$ cat src/rtl/hp_manager.sv
// ============================================================================
// hp_manager : player HP state, damage/heal handshake, frame-counted
//              post-hit invulnerability, and animated display-HP drain.
// Revision   : 1.0 - initial release
// ============================================================================
`timescale 1ns/1ps
`default_nettype none

module hp_manager #(
  parameter int MAX_HP    = 20,
  parameter int INV_TICKS = 60,
  parameter int DRAIN_DIV = 100000
) (
  input  logic        i_clk,
  input  logic        i_rst_n,
  input  logic        i_restart,
  input  logic        i_frame_tick,
  input  logic        i_req_valid,
  input  logic        i_req_heal,
  input  logic [15:0] i_req_amt,
  output logic        o_req_ready,
  output logic [15:0] o_total_hp,
  output logic [15:0] o_remain_hp,
  output logic [15:0] o_actual_hp,
  output logic        o_invuln,
  output logic        o_hit_pulse,
  output logic        o_dead
);

  localparam int          INV_W = (INV_TICKS > 1) ? $clog2(INV_TICKS + 1) : 1;
  localparam int          PRE_W = (DRAIN_DIV > 1) ? $clog2(DRAIN_DIV) : 1;
  localparam logic [15:0] C_MAX_HP   = 16'(MAX_HP);
  localparam logic [INV_W-1:0] C_INV_LOAD = INV_W'(INV_TICKS);
  localparam logic [PRE_W-1:0] C_PRE_LAST = PRE_W'(DRAIN_DIV - 1);

  typedef enum logic [1:0] {
    ST_ALIVE  = 2'd0,
    ST_INVULN = 2'd1,
    ST_DEAD   = 2'd2
  } state_e;

  state_e           state_q, state_d;
  logic [15:0]      actual_q, actual_d;
  logic [15:0]      remain_q, remain_d;
  logic [INV_W-1:0] inv_q, inv_d;
  logic [PRE_W-1:0] pre_q, pre_d;
  logic             hit_q, hit_d;
  logic             dead_q, dead_d;

  logic        w_accept;
  logic        w_strobe;
  logic [16:0] w_heal_sum;
  logic [15:0] w_heal_hp;
  logic [15:0] w_dmg_hp;

  assign w_accept   = i_req_valid && (state_q != ST_DEAD);
  assign w_strobe   = (pre_q == C_PRE_LAST);
  // Heal sum is one bit wider so large amounts clamp instead of wrapping.
  assign w_heal_sum = {1'b0, actual_q} + {1'b0, i_req_amt};
  assign w_heal_hp  = (w_heal_sum > {1'b0, C_MAX_HP}) ? C_MAX_HP : w_heal_sum[15:0];
  assign w_dmg_hp   = (actual_q > i_req_amt) ? (actual_q - i_req_amt) : 16'd0;

  always_comb begin
    state_d  = state_q;
    actual_d = actual_q;
    remain_d = remain_q;
    inv_d    = inv_q;
    hit_d    = 1'b0;
    pre_d    = w_strobe ? '0 : pre_q + PRE_W'(1);

    case (state_q)
      ST_ALIVE: begin
        if (w_accept && !i_req_heal && (i_req_amt != 16'd0)) begin
          actual_d = w_dmg_hp;
          hit_d    = 1'b1;
          if (w_dmg_hp == 16'd0) begin
            state_d = ST_DEAD;
          end else if (INV_TICKS > 0) begin
            state_d = ST_INVULN;
            inv_d   = C_INV_LOAD;
          end
        end
      end
      ST_INVULN: begin
        if (i_frame_tick) begin
          inv_d = inv_q - INV_W'(1);
          if (inv_q == INV_W'(1)) begin
            state_d = ST_ALIVE;
          end
        end
      end
      default: ;
    endcase

    if (w_accept && i_req_heal) begin
      actual_d = w_heal_hp;
    end

    // Refill is instant; draining only ever moves the display down toward truth.
    if (actual_d > remain_q) begin
      remain_d = actual_d;
    end else if (w_strobe && (remain_q > actual_d)) begin
      remain_d = remain_q - 16'd1;
    end

    dead_d = (state_d == ST_DEAD) && (remain_d == 16'd0);

    if (i_restart) begin
      state_d  = ST_ALIVE;
      actual_d = C_MAX_HP;
      remain_d = C_MAX_HP;
      inv_d    = '0;
      pre_d    = '0;
      hit_d    = 1'b0;
      dead_d   = 1'b0;
    end
  end

  always_ff @(posedge i_clk or negedge i_rst_n) begin
    if (!i_rst_n) begin
      state_q  <= ST_ALIVE;
      actual_q <= C_MAX_HP;
      remain_q <= C_MAX_HP;
      inv_q    <= '0;
      pre_q    <= '0;
      hit_q    <= 1'b0;
      dead_q   <= 1'b0;
    end else begin
      state_q  <= state_d;
      actual_q <= actual_d;
      remain_q <= remain_d;
      inv_q    <= inv_d;
      pre_q    <= pre_d;
      hit_q    <= hit_d;
      dead_q   <= dead_d;
    end
  end

  assign o_req_ready = (state_q != ST_DEAD);
  assign o_total_hp  = C_MAX_HP;
  assign o_remain_hp = remain_q;
  assign o_actual_hp = actual_q;
  assign o_invuln    = (state_q == ST_INVULN);
  assign o_hit_pulse = hit_q;
  assign o_dead      = dead_q;

endmodule

`default_nettype wire

$ cat config.mk
export PLATFORM = sky130hd
export DESIGN_NAME = hp_manager
export DESIGN_NICKNAME = d
export VERILOG_FILES = /design/src/rtl/hp_manager.sv
export SDC_FILE = /design/constraint.sdc
export NUM_CORES = 1
export LEC_CHECK = 0
export ABC_AREA = 0
export BUFFER_PORTS_ARGS = -buffer_cell sky130_fd_sc_hd__buf_4
export CELL_PAD_IN_SITES_DETAIL_PLACEMENT = 1
export CELL_PAD_IN_SITES_GLOBAL_PLACEMENT = 1
export CORE_UTILIZATION = 25
export CTS_BUF_LIST = sky130_fd_sc_hd__clkbuf_8 sky130_fd_sc_hd__clkbuf_16
export DETAILED_ROUTE_END_ITERATION = 8
export HOLD_SLACK_MARGIN = 0.1
export PLACE_DENSITY = 0.59
export SKIP_CTS_REPAIR_TIMING = 1
export SLEW_MARGIN = 20
export SYNTH_ARGS = -nofsm -noshare
export SYNTH_HDL_FRONTEND = slang
export SYNTH_SLANG_ARGS = --single-unit
$ cat constraint.sdc
create_clock -name i_clk -period 5.8 [get_ports i_clk]
set_input_delay 0.87 -clock i_clk [delete_from_list [all_inputs] [get_ports i_clk]]
set_output_delay 0.87 -clock i_clk [all_outputs]
set_load 0.01 [all_outputs]
==> impl_metrics.env, run 1 <==
export IMPL_die_w_um=157
export IMPL_grt_busiest_layer="met2"
export IMPL_routedWlPerCell_um=19.1
export IMPL_synthArstFlopShare=1.00
export IMPL_rows=56
export IMPL_route_detailed_drc=0
export IMPL_ys_warn_count=0
export IMPL_status="finished clean"
export IMPL_r2r_slack_ns=0.44
export IMPL_routed_wirelength_um=22400
export IMPL_clk_pin_slew_worst_paths_ns=0.05
export IMPL_synth_area_leader_cell="dfrtp_1"
export IMPL_clock_latency_ns=0.33
export IMPL_dp_cells=1156
export IMPL_whs_ns=0.501
export IMPL_start_kind="input pin"
export IMPL_fin_nets=925
export IMPL_cts_root_buf="clkbuf_16"
export IMPL_detail_route_antenna_nets=0
export IMPL_die_h_um=157
export IMPL_cts_tree="done"
export IMPL_max_freq_ghz=0.182
export IMPL_fin_crit_ns=5.51
export IMPL_clk_path_buf_depth=2
export IMPL_ys_seq_area_frac=0.246
export IMPL_reg2reg_from="o_actual_hp[4]"
export IMPL_synthDistinctLibCells=86
export IMPL_dpl_worst_slack_ns=-0.219
export IMPL_grt_pass1_wl_um=35000
export IMPL_tightest_slew_ns=0.786
export IMPL_synth_most_common_cell="nor2_1"
export IMPL_antenna_cells=0
export IMPL_antenna_found_initial=0
export IMPL_drive_gt1_frac=0.216
export IMPL_final_hold_violation_count=0
export IMPL_met2_usage=0.308
export IMPL_synth_edff_count=0
export IMPL_track_usage=0.186
export IMPL_min_delay_start="pre_q[0]"
export IMPL_syn_area_mm2=0.00602
export IMPL_overflow=0
export IMPL_setup_viol=0
export IMPL_holdPathStages=1
export IMPL_fin_cells=1172
export IMPL_core_mm2=0.0235
export IMPL_reg2reg_depth=20
export IMPL_fin_setup_tns_ns=0
export IMPL_viasPerCell=5.10
export IMPL_required_ns=6.04
export IMPL_grt_max_degree=60
export IMPL_vias=5972
export IMPL_dp_hpwl_um=18100
export IMPL_powerDensity_mw_per_mm2=233
export IMPL_hold_path_class="register to register"
export IMPL_syn_to_final_growth_pct=24.6
export IMPL_rsz0062_at_grt="false"
export IMPL_start_util=0.256
export IMPL_grtUsageMet1=0.253
export IMPL_postLayoutSetupSlackWorst_ns=0.291
export IMPL_cts_buffers=9
export IMPL_gp_congestion=0.934
export IMPL_synth_common_cells="81 x nor2_1, 55 x a21oi_1, 55 x dfrtp_1, 52 x ha_1, 47 x inv_1"
export IMPL_ir_worst_vdd_mv=0.183
export IMPL_timing_slew_headroom=0.473
export IMPL_fill_cells=2868
export IMPL_hold_path_endpoint="pre_q[0]"
export IMPL_crit_path_end_kind="register"
export IMPL_die_area_mm2=0.0247
export IMPL_io_pins=74
export IMPL_finalCritPeriodShare=0.950
export IMPL_ys_ff_latch=59
export IMPL_dr_pass1_iters=4
export IMPL_r2r_end="o_dead"
export IMPL_maxCapViolCount=0
export IMPL_cp_arrival_ns=5.75
export IMPL_syn_inst=744
export IMPL_gr_usage_met3=0.0162
export IMPL_synth_top_area_share=0.229
export IMPL_ys_top_cells_by_area="dfrtp_1 23%, ha_1 11%, nor2_1 5.1%, a21oi_1 4.6%, inv_1 2.9%"
export IMPL_dominantRegCellSynth="dfrtp_1"
export IMPL_io_buffers=57
export IMPL_clock_sinks=59
export IMPL_p_total_uw=1740
export IMPL_final_max_slew_viol_count=0
export IMPL_first_global_vias=6125
export IMPL_syn_avg_cell_area_um2=8.09
export IMPL_drtIter0Drc=299
export IMPL_leakagePower_uw=0.00346
export IMPL_critPathMaxFanout=6
export IMPL_fin_skew_ns=0.00615
export IMPL_cts_max_level=3
export IMPL_path_class="input pin to register"
## where the power goes
part	switching, µW	internal, µW	leakage [µW]
logic	404	306	0.00252
clock network	197	352	0.000144
registers	45.4	441	0.000791
## final cells by class
class                      count  area, µm²  area share
multi-input combinational    603       4180       0.558
sequential                    59       1480       0.198
timing repair buffer         126        946       0.126
tap                          319        399      0.0532
clock buffer                  11        253      0.0337
inverter                      50        188      0.0250
clock inverter                 4       50.0     0.00668
## cells by family after synthesis
kind of cell | Yosys count | synth area share
simple gates | 286 | 0.251
compound gates | 208 | 0.250
buf+inv | 96 | 0.0782
flops | 59 | 0.246
fa+ha+maj | 54 | 0.115
xor+xnor | 32 | 0.0466
mux | 7 | 0.0119
other cells | 2 | 0.00125
## flip-flops by register name, indices dropped and copies added, names as in the netlist
name	count
inv_q	6
o_actual_hp	16
o_dead	1
o_hit_pulse	1
o_remain_hp	16
pre_q	17
state_q	2
## critical path, stage by stage
cell and delay (ns):
buf_4 0.09, inv_1 0.04, ha_1 0.40, buf_4 0.20, nand3_1 0.08, nand2_2 0.08
o311a_4 0.42, o311a_1 0.36, nor3_1 0.32, a22o_1 0.25, nand2_1 0.10, ha_1 0.33
nand4_1 0.17, nor4_2 0.36, nor2_1 0.14, and3_1 0.22, xor2_1 0.15, nand4b_1 0.18
o31a_1 0.12, a2111oi_0 0.39, nand4_1 0.17, nor4b_2 0.28
## through the flow
step	instance area, µm²	util
CTS	7430	0.315
global placement	7120	0.303
detailed placement	7120	0.303
floorplan	6070	-
finish	7500	0.318
global route	7500	0.318
## per-layer routing
layer | share of wire | vias to the layer above
met1 | 0.49 | 2958
li1 | - | 2905
met3 | 0.020 | 22
met5 | 0 | -
met4 | 0.020 | 0
met2 | 0.47 | 87
## layout by cell type (no fill, tap or decap), types with 7 or more instances in the layout
cell type,count
a211oi_1,10
a21o_1,19
a21oi_1,55
and2_1,11
and3_1,8
buf_4,126
clkbuf_16,9
conb_1,16
dfrtp_1,55
ha_1,52
inv_1,47
nand2_1,42
nand2b_1,13
nand3_1,18
nand4_1,20
nor2_1,81
nor2b_1,10
nor3_1,18
nor4_1,14
o211ai_1,7
o21ai_0,20
o21bai_1,7
o31ai_1,11
or3_1,13
xnor2_1,12
xor2_1,20
## worst max path at each step
stage | cells after the start | end | from | slack [ns]
2_1_floorplan | 22 | o_dead | i_req_amt[1] | 0.32
3_3_place_gp | 22 | o_dead | i_req_amt[1] | -0.14
3_5_place_dp | 22 | o_dead | i_req_amt[1] | -0.22
4_1_cts | 22 | o_dead | i_req_amt[1] | 0.12
5_1_grt | 23 | o_dead | i_req_amt[1] | 0.02
6_report | 22 | o_dead | i_req_amt[4] | 0.29
No activity file was read; power rests on OpenSTA's default activity.
==> inputs of run 2 (changes only) <==
--- a/config.mk
+++ b/config.mk
@@ -9,11 +9,11 @@
 export BUFFER_PORTS_ARGS = -buffer_cell sky130_fd_sc_hd__buf_4
 export CELL_PAD_IN_SITES_DETAIL_PLACEMENT = 1
 export CELL_PAD_IN_SITES_GLOBAL_PLACEMENT = 1
-export CORE_UTILIZATION = 25
+export CORE_UTILIZATION = 45
 export CTS_BUF_LIST = sky130_fd_sc_hd__clkbuf_8 sky130_fd_sc_hd__clkbuf_16
 export DETAILED_ROUTE_END_ITERATION = 8
 export HOLD_SLACK_MARGIN = 0.1
-export PLACE_DENSITY = 0.59
+export PLACE_DENSITY = 0.9
 export SKIP_CTS_REPAIR_TIMING = 1
 export SLEW_MARGIN = 20
 export SYNTH_ARGS = -nofsm -noshare
==> run 2 against run 1 <==
Clock power increased by 8.6%. Hold slack improved by 0.039 ns. Via count increased by 13%. First-iteration DRC count increased by 94%. Global-route usage increased by 17 points. Sequential share of layout area increased by 0.22 points. Non-clock buffer count increased by 2. Power increased by 9.2%. Design area decreased by 1.1%. Clock skew increased by 0.0066 ns. Register-to-register slack got worse by 0.21 ns.
==> impl_metrics.env, run 2 (synthesis results as in run 1) <==
export IMPL_antenna_cells=0
export IMPL_grt_max_degree=60
export IMPL_rows=41
export IMPL_route_detailed_drc=0
export IMPL_critical_path_cell_chain="buf_4, inv_1, ha_1, buf_4, a21oi_4, nand2_2, o311a_4, o311a_1, nor3_2, a22o_1, nand2_1, ha_1, nand4_1, nor4_4, nor2_4, and3_1, xor2_1, nand4b_1, o31a_1, a2111oi_2, nand4_1, nor4b_4"
export IMPL_overflow=0
export IMPL_crit_path_top_delay_cell="o311a_4"
export IMPL_postLayoutSetupSlackWorst_ns=0.108
export IMPL_vias=6748
export IMPL_die_w_um=118
export IMPL_routed_wirelength_um=26600
export IMPL_setup_viol=0
export IMPL_whs_ns=0.540
export IMPL_io_buffers=57
export IMPL_start_util=0.469
export IMPL_clk_pin_slew_worst_paths_ns=0.06
export IMPL_fin_crit_ns=5.69
export IMPL_track_usage=0.359
export IMPL_dr_pass1_iters=5
export IMPL_die_h_um=118
export IMPL_final_common_cell="buf_4"
export IMPL_tightest_slew_ns=0.983
export IMPL_dp_hpwl_um=18000
export IMPL_critPathMaxFanout=7
export IMPL_gp_congestion=1.02
export IMPL_drive_gt1_frac=0.231
export IMPL_cts_root_buf="clkbuf_16"
export IMPL_max_stage_delay_ns=0.42
export IMPL_crit_path_end_kind="register"
export IMPL_core_mm2=0.0128
export IMPL_max_freq_ghz=0.176
export IMPL_cts_tree="done"
export IMPL_largest_register="pre_q"
export IMPL_ff_latch_area_mm2=0.00148
export IMPL_routedWlPerCell_um=25.8
export IMPL_clock_sinks=59
export IMPL_finalCritPeriodShare=0.981
export IMPL_cts_max_level=3
export IMPL_syn_to_final_growth_pct=23.2
export IMPL_startpoint="i_req_amt[4]"
export IMPL_status="finished clean"
export IMPL_hold_path_class="register to register"
export IMPL_path_class="input pin to register"
export IMPL_first_global_vias=7107
export IMPL_io_pins=74
export IMPL_min_delay_start="pre_q[0]"
export IMPL_clock_latency_ns=0.35
export IMPL_viasPerCell=6.56
export IMPL_dpl_worst_slack_ns=-0.356
export IMPL_fin_nets=927
export IMPL_die_area_mm2=0.0138
export IMPL_largest_register_ffs=17
export IMPL_mostFrequentLayoutCells="128 x buf_4, 80 x nor2_1, 55 x dfrtp_1"
export IMPL_grt_pass1_wl_um=38800
export IMPL_antenna_found_initial=0
export IMPL_final_max_slew_viol_count=0
export IMPL_detail_route_antenna_nets=0
export IMPL_reg2reg_from="o_actual_hp[0]"
export IMPL_leakagePower_uw=0.00349
export IMPL_required_ns=6.04
export IMPL_start_kind="input pin"
export IMPL_cts_buffers=9
export IMPL_multi_input_area_mm2=0.00425
export IMPL_drtIter0Drc=579
export IMPL_fin_skew_ns=0.0128
export IMPL_maxCapViolCount=0
export IMPL_fill_cells=1574
export IMPL_timing_slew_headroom=0.344
export IMPL_powerDensity_mw_per_mm2=257
export IMPL_final_hold_violation_count=0
export IMPL_clk_path_buf_depth=2
export IMPL_cp_arrival_ns=5.93
export IMPL_ir_worst_vdd_mv=0.300
-- run 2: cell count changes in the layout (fill, tap and decap cells not counted), moves of 2 or more --
cell,change
buf_4,+2
nor3_1,-2
a211oi_1,-2
nor3_2,+2
a2111oi_2,+2
clkinv_4,+2
a211oi_2,+2
clkbuf_8,-2
o31ai_2,+2
-- run 2: layout make-up --
type,count,share of cell area
multi-input combinational,603,0.573
clock inverter,7,0.0127
timing repair buffer,128,0.130
inverter,50,0.0253
clock buffer,9,0.0304
sequential,59,0.200
tap,172,0.0290
-- run 2: final timing paths --
path	cells past startpoint	end	slack, ns
worst max-delay path	22	o_dead	0.11
worst min-delay path	1	pre_q[0]	0.54
worst max register to register	23	o_dead	0.23
worst min register to register	1	pre_q[0]	0.54
max in group asynchronous	1	o_remain_hp[3]	4.67
min in group asynchronous	1	o_actual_hp[11]	0.61
-- run 2: report_power, final --
group / leakage, µW / total [µW] / internal, µW / switching, µW
logic: 0.00254 / 818 / 325 / 493
registers: 0.000791 / 491 / 440 / 50.4
clock network: 0.000157 / 596 / 375 / 221
total: 0.00349 / 1900 / 1140 / 764
-- run 2: per-layer routing --
metal  part of all wire  vias up  track usage
met5                  0        -            0
met4              0.068        0        0.232
met3              0.067      145       0.0489
met2               0.49      381        0.632
met1               0.37     3312        0.407
li1                   -     2910            -
-- run 2: worst max-delay path, delay by kind of cell --
family | cells | cell delay [ns]
xor gates and xnor gates | 1 | 0.16
AOI/OAI and AO/OA | 6 | 1.57
buffers and inverters | 3 | 0.35
adders and majority gates | 2 | 0.77
and+or+nand+nor | 10 | 2.21
-- run 2: through the flow --
step                      instance area [µm²]  TNS (ns)  utilization  power (µW)  instances
after floorplan                          6070         0            -         908        758
after global placement                   6920   -0.0957        0.540        1120       1007
after detailed placement                 6920    -0.356        0.540        1170       1007
after CTS                                7240    -0.231        0.565        1770       1023
after global routing                     7410    -0.132        0.578        1950       1028
final                                    7410         0        0.578        1900       1028
